### config.mk
export PLATFORM = sky130hd
export DESIGN_NAME = axi_lite_timer_slave_flat
export DESIGN_NICKNAME = d
export VERILOG_FILES = /design/src/rtl/axi_lite_timer_slave_if.sv /design/src/rtl/axi_lite_timer_slave.sv /design/src/flat_wrapper.sv
export SDC_FILE = /design/constraint.sdc
export NUM_CORES = 1
export LEC_CHECK = 0
export ABC_AREA = 1
export CORE_MARGIN = 5
export CORE_UTILIZATION = 61
export CTS_CLUSTER_SIZE = 12
export DETAILED_ROUTE_END_ITERATION = 10
export GPL_TIMING_DRIVEN = 0
export PLACE_DENSITY = 0.87
export SYNTH_ARGS = -nofsm -noshare
export SYNTH_HDL_FRONTEND = slang
export SYNTH_SLANG_ARGS = --single-unit
### constraint.sdc
create_clock -name clk -period 3.65 [get_ports clk]
set_input_delay 1.095 -clock clk [delete_from_list [all_inputs] [get_ports clk]]
set_output_delay 1.095 -clock clk [all_outputs]
set_load 0.01 [all_outputs]
### src/rtl/axi_lite_timer_slave_if.sv
// AXI4-Lite bundle between the crossbar and the timer slot.
// The master modport drives requests; the slave modport answers them.
interface axi_lite_timer_slave_if #(
   parameter int ADDR_BW = 16,
   parameter int DATA_BW = 32
);
   logic [ADDR_BW-1:0]   s_axi_awaddr;
   logic                 s_axi_awvalid;
   logic                 s_axi_awready;
   logic [DATA_BW-1:0]   s_axi_wdata;
   logic [DATA_BW/8-1:0] s_axi_wstrb;
   logic                 s_axi_wvalid;
   logic                 s_axi_wready;
   logic [1:0]           s_axi_bresp;
   logic                 s_axi_bvalid;
   logic                 s_axi_bready;
   logic [ADDR_BW-1:0]   s_axi_araddr;
   logic                 s_axi_arvalid;
   logic                 s_axi_arready;
   logic [DATA_BW-1:0]   s_axi_rdata;
   logic [1:0]           s_axi_rresp;
   logic                 s_axi_rvalid;
   logic                 s_axi_rready;

   modport master (
      output s_axi_awaddr, s_axi_awvalid,
      output s_axi_wdata, s_axi_wstrb, s_axi_wvalid,
      output s_axi_bready,
      output s_axi_araddr, s_axi_arvalid,
      output s_axi_rready,
      input  s_axi_awready, s_axi_wready,
      input  s_axi_bresp, s_axi_bvalid,
      input  s_axi_arready,
      input  s_axi_rdata, s_axi_rresp, s_axi_rvalid
   );

   modport slave (
      input  s_axi_awaddr, s_axi_awvalid,
      input  s_axi_wdata, s_axi_wstrb, s_axi_wvalid,
      input  s_axi_bready,
      input  s_axi_araddr, s_axi_arvalid,
      input  s_axi_rready,
      output s_axi_awready, s_axi_wready,
      output s_axi_bresp, s_axi_bvalid,
      output s_axi_arready,
      output s_axi_rdata, s_axi_rresp, s_axi_rvalid
   );
endinterface

### src/rtl/axi_lite_timer_slave.sv
// AXI4-Lite timer slot: prescaled 32-bit down-counter with
// optional auto-reload and a registered level interrupt.
module axi_lite_timer_slave #(
   parameter int          ADDR_BW    = 16,
   parameter int          DATA_BW    = 32,
   parameter logic [31:0] RESET_LOAD = 32'h0000_0000
) (
   input  logic                   clk,
   input  logic                   rst_n,
   axi_lite_timer_slave_if.slave  s_axi,
   output logic                   irq_o
);

   localparam logic [1:0] RESP_OKAY   = 2'b00;
   localparam logic [1:0] RESP_SLVERR = 2'b10;

   localparam logic [9:0] IDX_CTRL   = 10'h000;
   localparam logic [9:0] IDX_STATUS = 10'h001;
   localparam logic [9:0] IDX_LOAD   = 10'h002;
   localparam logic [9:0] IDX_VALUE  = 10'h003;
   localparam logic [9:0] IDX_PRE    = 10'h004;

   logic        r_alive;
   logic        r_aw_held;
   logic [9:0]  r_aw_idx;
   logic        r_w_held;
   logic [31:0] r_wdata;
   logic [3:0]  r_wstrb;
   logic        r_bvalid;
   logic [1:0]  r_bresp;
   logic        r_rvalid;
   logic [31:0] r_rdata;
   logic [1:0]  r_rresp;

   logic [2:0]  r_ctrl;
   logic        r_expired;
   logic [31:0] r_load;
   logic [31:0] r_value;
   logic [15:0] r_prescale;
   logic [15:0] r_pcnt;
   logic        r_irq;

   logic        w_aw_hs;
   logic        w_w_hs;
   logic        w_ar_hs;
   logic        w_wr_go;
   logic        w_sel_ctrl;
   logic        w_sel_status;
   logic        w_sel_load;
   logic        w_sel_value;
   logic        w_sel_pre;
   logic        w_wr_ctrl;
   logic        w_en_rise;
   logic        w_tick;
   logic        w_expire;
   logic [31:0] w_mask;
   logic [9:0]  w_rd_idx;
   logic [31:0] w_rdata;
   logic [1:0]  w_rresp;
   logic        w_unused;

   // Readies stay low until the first clock after reset release.
   assign s_axi.s_axi_awready = r_alive & ~r_aw_held & ~r_bvalid;
   assign s_axi.s_axi_wready  = r_alive & ~r_w_held & ~r_bvalid;
   assign s_axi.s_axi_arready = r_alive & ~r_rvalid;
   assign s_axi.s_axi_bvalid  = r_bvalid;
   assign s_axi.s_axi_bresp   = r_bresp;
   assign s_axi.s_axi_rvalid  = r_rvalid;
   assign s_axi.s_axi_rdata   = r_rdata;
   assign s_axi.s_axi_rresp   = r_rresp;
   assign irq_o               = r_irq;

   assign w_aw_hs = s_axi.s_axi_awvalid & s_axi.s_axi_awready;
   assign w_w_hs  = s_axi.s_axi_wvalid & s_axi.s_axi_wready;
   assign w_ar_hs = s_axi.s_axi_arvalid & s_axi.s_axi_arready;
   assign w_wr_go = r_aw_held & r_w_held & ~r_bvalid;

   assign w_sel_ctrl   = w_wr_go & (r_aw_idx == IDX_CTRL);
   assign w_sel_status = w_wr_go & (r_aw_idx == IDX_STATUS);
   assign w_sel_load   = w_wr_go & (r_aw_idx == IDX_LOAD);
   assign w_sel_value  = w_wr_go & (r_aw_idx == IDX_VALUE);
   assign w_sel_pre    = w_wr_go & (r_aw_idx == IDX_PRE);

   assign w_mask = {{8{r_wstrb[3]}}, {8{r_wstrb[2]}},
                    {8{r_wstrb[1]}}, {8{r_wstrb[0]}}};

   assign w_wr_ctrl = w_sel_ctrl & r_wstrb[0];
   assign w_en_rise = w_wr_ctrl & r_wdata[0] & ~r_ctrl[0];
   assign w_tick    = r_ctrl[0] & (r_pcnt == r_prescale);
   assign w_expire  = w_tick & (r_value == 32'd0);

   assign w_rd_idx = s_axi.s_axi_araddr[11:2];
   assign w_unused = ^{s_axi.s_axi_araddr[ADDR_BW-1:12],
                       s_axi.s_axi_araddr[1:0],
                       s_axi.s_axi_awaddr[ADDR_BW-1:12],
                       s_axi.s_axi_awaddr[1:0]};

   always_comb begin
      w_rdata = 32'd0;
      w_rresp = RESP_OKAY;
      case (w_rd_idx)
         IDX_CTRL:   w_rdata = {29'd0, r_ctrl};
         IDX_STATUS: w_rdata = {31'd0, r_expired};
         IDX_LOAD:   w_rdata = r_load;
         IDX_VALUE:  w_rdata = r_value;
         IDX_PRE:    w_rdata = {16'd0, r_prescale};
         default:    w_rresp = RESP_SLVERR;
      endcase
   end

   always_ff @(posedge clk or negedge rst_n) begin
      if (!rst_n) begin
         r_alive   <= 1'b0;
         r_aw_held <= 1'b0;
         r_aw_idx  <= 10'd0;
         r_w_held  <= 1'b0;
         r_wdata   <= 32'd0;
         r_wstrb   <= 4'd0;
         r_bvalid  <= 1'b0;
         r_bresp   <= RESP_OKAY;
         r_rvalid  <= 1'b0;
         r_rdata   <= 32'd0;
         r_rresp   <= RESP_OKAY;
      end else begin
         r_alive <= 1'b1;
         if (w_aw_hs) begin
            r_aw_held <= 1'b1;
            r_aw_idx  <= s_axi.s_axi_awaddr[11:2];
         end
         if (w_w_hs) begin
            r_w_held <= 1'b1;
            r_wdata  <= s_axi.s_axi_wdata;
            r_wstrb  <= s_axi.s_axi_wstrb;
         end
         if (w_wr_go) begin
            r_bvalid <= 1'b1;
            r_bresp  <= (w_sel_ctrl | w_sel_status | w_sel_load |
                         w_sel_value | w_sel_pre) ? RESP_OKAY : RESP_SLVERR;
         end else if (r_bvalid & s_axi.s_axi_bready) begin
            r_bvalid  <= 1'b0;
            r_aw_held <= 1'b0;
            r_w_held  <= 1'b0;
         end
         if (w_ar_hs) begin
            r_rvalid <= 1'b1;
            r_rdata  <= w_rdata;
            r_rresp  <= w_rresp;
         end else if (r_rvalid & s_axi.s_axi_rready) begin
            r_rvalid <= 1'b0;
         end
      end
   end

   always_ff @(posedge clk or negedge rst_n) begin
      if (!rst_n) begin
         r_ctrl     <= 3'd0;
         r_expired  <= 1'b0;
         r_load     <= RESET_LOAD;
         r_value    <= 32'd0;
         r_prescale <= 16'd0;
         r_pcnt     <= 16'd0;
         r_irq      <= 1'b0;
      end else begin
         r_irq <= r_expired & r_ctrl[2];
         if (w_sel_load)
            r_load <= (r_load & ~w_mask) | (r_wdata & w_mask);
         if (w_sel_pre)
            r_prescale <= (r_prescale & ~w_mask[15:0]) |
                          (r_wdata[15:0] & w_mask[15:0]);
         // A software CTRL write overrides the expiry self-disable.
         if (w_wr_ctrl)
            r_ctrl <= r_wdata[2:0];
         else if (w_expire & ~r_ctrl[1])
            r_ctrl[0] <= 1'b0;
         if (w_expire)
            r_expired <= 1'b1;
         else if (w_sel_status & r_wstrb[0] & r_wdata[0])
            r_expired <= 1'b0;
         if (w_en_rise) begin
            r_value <= r_load;
            r_pcnt  <= 16'd0;
         end else if (r_ctrl[0]) begin
            r_pcnt <= w_tick ? 16'd0 : r_pcnt + 16'd1;
            if (w_tick) begin
               if (r_value != 32'd0)
                  r_value <= r_value - 32'd1;
               else if (r_ctrl[1])
                  r_value <= r_load;
            end
         end
      end
   end

endmodule

### src/flat_wrapper.sv
// flat-port wrapper written by rule: the top's interface ports become plain ports
module axi_lite_timer_slave_flat 
#(
   parameter int          ADDR_BW    = 16,
   parameter int          DATA_BW    = 32,
   parameter logic [31:0] RESET_LOAD = 32'h0000_0000
)
  (clk, rst_n, irq_o, s_axi_s_axi_awaddr, s_axi_s_axi_awvalid, s_axi_s_axi_wdata, s_axi_s_axi_wstrb, s_axi_s_axi_wvalid, s_axi_s_axi_bready, s_axi_s_axi_araddr, s_axi_s_axi_arvalid, s_axi_s_axi_rready, s_axi_s_axi_awready, s_axi_s_axi_wready, s_axi_s_axi_bresp, s_axi_s_axi_bvalid, s_axi_s_axi_arready, s_axi_s_axi_rdata, s_axi_s_axi_rresp, s_axi_s_axi_rvalid);
  axi_lite_timer_slave_if #(.ADDR_BW(ADDR_BW), .DATA_BW(DATA_BW)) s_axi_i ();
  input  logic clk;
  input  logic rst_n;
  output logic irq_o;
  input wire logic [$bits(s_axi_i.s_axi_awaddr)-1:0] s_axi_s_axi_awaddr;
  input wire logic [$bits(s_axi_i.s_axi_awvalid)-1:0] s_axi_s_axi_awvalid;
  input wire logic [$bits(s_axi_i.s_axi_wdata)-1:0] s_axi_s_axi_wdata;
  input wire logic [$bits(s_axi_i.s_axi_wstrb)-1:0] s_axi_s_axi_wstrb;
  input wire logic [$bits(s_axi_i.s_axi_wvalid)-1:0] s_axi_s_axi_wvalid;
  input wire logic [$bits(s_axi_i.s_axi_bready)-1:0] s_axi_s_axi_bready;
  input wire logic [$bits(s_axi_i.s_axi_araddr)-1:0] s_axi_s_axi_araddr;
  input wire logic [$bits(s_axi_i.s_axi_arvalid)-1:0] s_axi_s_axi_arvalid;
  input wire logic [$bits(s_axi_i.s_axi_rready)-1:0] s_axi_s_axi_rready;
  output wire logic [$bits(s_axi_i.s_axi_awready)-1:0] s_axi_s_axi_awready;
  output wire logic [$bits(s_axi_i.s_axi_wready)-1:0] s_axi_s_axi_wready;
  output wire logic [$bits(s_axi_i.s_axi_bresp)-1:0] s_axi_s_axi_bresp;
  output wire logic [$bits(s_axi_i.s_axi_bvalid)-1:0] s_axi_s_axi_bvalid;
  output wire logic [$bits(s_axi_i.s_axi_arready)-1:0] s_axi_s_axi_arready;
  output wire logic [$bits(s_axi_i.s_axi_rdata)-1:0] s_axi_s_axi_rdata;
  output wire logic [$bits(s_axi_i.s_axi_rresp)-1:0] s_axi_s_axi_rresp;
  output wire logic [$bits(s_axi_i.s_axi_rvalid)-1:0] s_axi_s_axi_rvalid;
  assign s_axi_i.s_axi_awaddr = s_axi_s_axi_awaddr;
  assign s_axi_i.s_axi_awvalid = s_axi_s_axi_awvalid;
  assign s_axi_i.s_axi_wdata = s_axi_s_axi_wdata;
  assign s_axi_i.s_axi_wstrb = s_axi_s_axi_wstrb;
  assign s_axi_i.s_axi_wvalid = s_axi_s_axi_wvalid;
  assign s_axi_i.s_axi_bready = s_axi_s_axi_bready;
  assign s_axi_i.s_axi_araddr = s_axi_s_axi_araddr;
  assign s_axi_i.s_axi_arvalid = s_axi_s_axi_arvalid;
  assign s_axi_i.s_axi_rready = s_axi_s_axi_rready;
  assign s_axi_s_axi_awready = s_axi_i.s_axi_awready;
  assign s_axi_s_axi_wready = s_axi_i.s_axi_wready;
  assign s_axi_s_axi_bresp = s_axi_i.s_axi_bresp;
  assign s_axi_s_axi_bvalid = s_axi_i.s_axi_bvalid;
  assign s_axi_s_axi_arready = s_axi_i.s_axi_arready;
  assign s_axi_s_axi_rdata = s_axi_i.s_axi_rdata;
  assign s_axi_s_axi_rresp = s_axi_i.s_axi_rresp;
  assign s_axi_s_axi_rvalid = s_axi_i.s_axi_rvalid;
  axi_lite_timer_slave #(.ADDR_BW(ADDR_BW), .DATA_BW(DATA_BW), .RESET_LOAD(RESET_LOAD)) u_core (.clk(clk), .rst_n(rst_n), .s_axi(s_axi_i), .irq_o(irq_o));
endmodule
## Word-level counts from Yosys, hierarchy flattened

Index checks and enable logic that the tools add are counted.
Widths: inputs -> output; s select.

| storage, ports and cells | value |
|---|---|
| output and inout bits | 42 |
| flip-flop bits (word level) | 188 |
| input port bits | 75 |

| operators by class | value |
|---|---|
| equal/unequal tests | 9 |
| add/sub/neg operators | 2 |
| multiplexer cells | 25 |
| bitwise gates (word level) | 44 |
| reductions and logical operators | 13 |

Operators with widths:

| kind | count |
|---|---|
| $mux 32 | 5 |
| $pmux 32 s5 | 1 |
| $and 32x32->32 | 2 |
| $mux 16 | 3 |
| $eq 10x2->1 const B | 4 |
| $and 16x16->16 | 2 |
| $logic_not 32->1 | 1 |
| $not 32->32 | 1 |
| $or 32x32->32 | 1 |
| $reduce_bool 32->1 | 1 |
| $sub 32x1->32 const B | 1 |
| $and 1x1->1 | 26 |
| $eq 10x1->1 const B | 2 |
| $eq 10x3->1 const B | 2 |
| $logic_not 10->1 | 2 |
| $add 16x1->16 const B | 1 |
| $eq 16x16->1 | 1 |
| $not 16->16 | 1 |
| $or 16x16->16 | 1 |
| $mux 1 | 14 |
| $reduce_bool 2->1 | 6 |
| $not 1->1 | 6 |
| $reduce_or 5->1 | 1 |
| $mux 2 | 2 |
| other kinds (3) | 6 |

## Depth between registers and ports, before layout

| logic depth | value |
|---|---|
| depth after elaboration | 8 |
| depth in mapped cells | 14 |
| mapped depth without buffers | 13 |

## Least setup slack after synthesis

Ideal clock, no wire load.

| path | value |
|---|---|
| kind | input-to-reg |
| start | in s_axi_s_axi_araddr[9] |
| end | reg u_core.r_rdata[16] (netlist: u_core.s_axi.s_axi_rdata[16]) |
| required time | 3.584 ns |
| arrival | 2.132 ns |
| stages on the path | 8 |
| buffers on the path | 1 |
| setup slack | 1.453 ns |
| path through | nor2_1 nand2_1 nor2_1 nand2_1 clkbuf_1 o21ai_0 nand2_1 nand2_1 |

| between the ends | value |
|---|---|
| word-level cells in the longest chain between the ends | 2 |
| elaborated cells between the ends (all ways) | 6 |

RTL lines:

| item | line | text |
|---|---|---|
| from (decl) | flat_wrapper.sv:19 | `input wire logic [$bits(s_axi_i.s_axi_araddr)-1:0] s_axi_s_axi_araddr;` |
| $eq 10x3->1, or another cell as far along | axi_lite_timer_slave.sv:101 | `case (w_rd_idx)` |
| $pmux 32 s5 * | axi_lite_timer_slave.sv:101 |  |
| to (signal assigned) | axi_lite_timer_slave.sv:146 | `r_rdata <= w_rdata;` |
| to (decl) | axi_lite_timer_slave.sv:32 | `logic [31:0] r_rdata;` |

Mark *: on every way between the ends. The rest lies on a longest branch, timed or not.
A chain may end at the register's enable or synchronous reset.

## Final worst setup path

| path | value |
|---|---|
| start | in s_axi_s_axi_araddr[5] |
| end | reg u_core.r_rdata[31] (netlist: u_core.s_axi.s_axi_rdata[31]) |

Same word-level chain as after synthesis.

==> metrics.md <==
| Metric | Value |
|---|---|
| Status | complete, no violations |
| Seq/Total Area, Yosys | 46.5% |
| Initial antenna violation count | 0 |
| # fillers | 1267 |
| Ports | 117 |
| Minimum clock period | 2840 ps |
| Vias/cell | 5.82 |
| Reg-to-reg slack, setup | 1300 ps |
| WHS | 481 ps |
| Fin crit share | 77.9% |
| Startpoint types | primary input |
| Resized Gates After CTS | 0 |
| Worst Tran Pin Value | 685 ps |
| Share of the synthesized area in the top cell type | 46.5% |
| Met3 routed WL | 3.36 mm |
| CP required | 4020 ps |
| Most common cell after layout, fill and taps aside | nand2_1 |
| Critical Path AT | 3220 ps |
| Clock root buffer | clkbuf_16 |
| Register bit total from synthesis | 186 |
| Die area | 19100 um2 |
| Logic pwr share | 16.2% |
| Die W | 138 um |
| CTS H-Tree Depth | 4 |
| Most used cell, CP | nand2_1 |
| Global-route usage over all layers | 32.6% |
| Setup TNS | 0 ps |
| Layout cells sized above 1 | 7.88% |
| Drt initial violations | 1119 |
| F_max | 0.352 GHz |
| Post-Layout Cell Count | 1688 |
| Static Leak | 6.06 nW |
| Cells after Synth | 1336 |
| Commonest non-fill, non-tap cells in the layout | nand2_1, dfrtp_1, nor2_1 |
| Mapped Area | 10000 um2 |
| VDD IR max | 0.000387 V |
| Yosys warns | 0 |
| Synth area leader | dfrtp_1 |
| Critical R2R Capture | u_core.r_value[18] |
| Drt drc | 0 |
| Met2 WL | 14.8 mm |
| Net switching power | 0.00164 W |
| Detailed Routing Iterations Pass 1 | 6 |
| Max Cap Violations | 0 |
| Worst reg2reg path depth | 10 |
| Grt ovf | 0 |
| # nets final | 1537 |
| DR vias | 9817 |
| Syn avg cell area | 7.49 um2 |
| Max transition margin | 54.3% |
| Post-CTS Setup Bufs | 0 |
| PD cells | 455 nW/um2 |
| Post-synth EDFFs | 0 |
| Final hold vios | 0 |
| Worst-path clk slew | 80 ps |
| Post-Route M1 WL | 12.8 mm |
| First-pass GRT wire length | 49.9 mm |
| Vias in the first global route | 9277 |
| Diode count | 0 |
| Initial Utilization | 62.5% |
| Clk buf depth | 2 |
| Max Used Layer | met4 |
| P&R area growth vs syn | 19.7% |
| GP Congestion | 1.02 |
| Synth cell types | 43 |
| Largest fanout on the critical path | 10 |
| CP startpoint | s_axi_s_axi_araddr[5] |
| Net Sw Frac | 30.1% |
| Worst path max stage delay | 520 ps |
| Final WL | 31.7 mm |
| Worst path top cell family by delay | simple AND/OR/NAND/NOR gates |
| FF-to-FF Start | u_core.r_value[16] |
| Int Power | 0.00381 W |
| # port buffers | 102 |
| Placed Cells incl. Taps | 1656 |
| Hold Buf Count CTS | 0 |
| Rows | 46 |
| Primary FF master, synth | dfrtp_1 |
| Hold Path Stages | 2 |
| Avg WL per Cell | 18.8 um |
| # setup viols final | 0 |
| CP Class | in -> reg |
| CP max stage cell | clkdlybuf4s50_1 |
| Async set or reset register ratio after synthesis | 100% |
| CTS tree | built |
| Reg power frac | 46.3% |
| Worst-Skew Late Latency | 440 ps |
| Sink Count | 186 |
| Final core utilization | 74.8% |
| Largest net degree at the start of global routing | 107 |
| CP Depth | 9 |
| Skew final | 10.1 ps |
| Top post-synthesis cells by area | dfrtp_1, nand2_1, nor2_1 |
| Worst min path class | reg -> reg |
| Setup WS pre-CTS | 437 ps |
| CP Capture Point | u_core.s_axi.s_axi_rdata[31] |
| Floorplan core area | 16000 um2 |
| CTS buffer count | 17 |
| RSZ-0062 raised after global routing | false |
| Worst setup EP type | register |
| Clock share of power | 37.5% |
| Worst Path Buf+Inv | 2 |
| DRT antenna net count | 0 |
| Dpl hpwl | 23.1 mm |
| Worst path cell trace | clkdlybuf4s50_1 -> nor2_1 -> nand3_1 -> nor2_1 -> nand2_1 -> clkbuf_1 -> o21ai_0 -> nand2_1 -> nand2_1 |
| Slack of the critical path | 807 ps |
| Chip height | 138 um |
| Final Slew Violations | 0 |
[worst min-delay path by stage]
stage,startpoint,end
final,u_core.s_axi.s_axi_rdata[29],u_core.s_axi.s_axi_rdata[29]
after floorplan,u_core.r_expired,u_core.irq_o
after detailed placement,u_core.s_axi.s_axi_rdata[29],u_core.s_axi.s_axi_rdata[29]
after global placement,u_core.s_axi.s_axi_rdata[31],u_core.s_axi.s_axi_rdata[31]
after CTS,u_core.s_axi.s_axi_rdata[2],u_core.s_axi.s_axi_rdata[2]
after global routing,u_core.s_axi.s_axi_rdata[2],u_core.s_axi.s_axi_rdata[2]
[kinds of logic (layout without fill, tap and decap cells)]
group / Yosys count / after routing / share of synthesized area (%)
flops: 186 / 186 / 46.5
other cells: 2 / 3 / 0.0751
simple gates: 782 / 782 / 34.1
buf+inv: 174 / 309 / 7.47
mux: 10 / 10 / 1.13
compound gates: 162 / 162 / 8.82
xor+xnor: 17 / 17 / 1.49
fa+ha+maj: 3 / 3 / 0.375
[cells in the mapped netlist, types with 6 or more instances]
cell and count:
nor2_2 6, nand3_1 85, xor2_1 10, nand2_1 461
buf_1 8, nand4_1 23, o22ai_1 12, clkbuf_1 17
inv_1 127, nor2_4 8, xnor2_1 7, mux2_2 10
o21ai_1 10, nor2_1 152, dfrtp_1 186, buf_6 7
o211ai_1 11, nand2_2 16, nor3_1 13, o21ai_0 80
a21oi_1 41
[stage by stage]
step                area [um2]  total power (W)
floorplan                10000          0.00303
finish                   12000          0.00545
global route             12000          0.00565
detailed placement       11300          0.00342
CTS                      12000          0.00544
global placement         11300          0.00336
[layer usage]
| metal | vias to the layer above | track usage [%] |
|---|---|---|
| li1 | 4501 | - |
| met1 | 4624 | 45.8 |
| met2 | 622 | 51.5 |
| met3 | 70 | 5.90 |
| met4 | 0 | 11.0 |
| met5 | - | 0 |
[power by group through the flow]
| stage | Combinational [W] | Sequential, W | Clock, W |
|---|---|---|---|
| 5_1_grt | 0.000976 | 0.00256 | 0.00212 |
| 4_1_cts | 0.000879 | 0.00252 | 0.00204 |
| 3_3_place_gp | 0.000816 | 0.00254 | 0 |
| 6_report | 0.000882 | 0.00252 | 0.00204 |
| 3_5_place_dp | 0.000869 | 0.00255 | 0 |
| 2_1_floorplan | 0.000516 | 0.00251 | 0 |
[worst reg2reg max path, delay by kind of cell, from the launching register on]
kind,cells,cell delay (ps)
AND/OR/NAND/NOR,9,1600
flip-flops,1,440
buffers and inverters,1,250
[final cells by class]
type / instances / area [um2] / share of cell area (%)
multi-input cells: 977 / 4600 / 38.5
clock buffers: 18 / 439 / 3.67
inverters: 131 / 492 / 4.11
clock inverters: 14 / 203 / 1.69
well taps: 216 / 270 / 2.26
plain buffers: 43 / 255 / 2.13
flip-flops and latches: 186 / 4650 / 38.9
repair buffers: 103 / 1050 / 8.80
(Power assumes the default switching activity.)
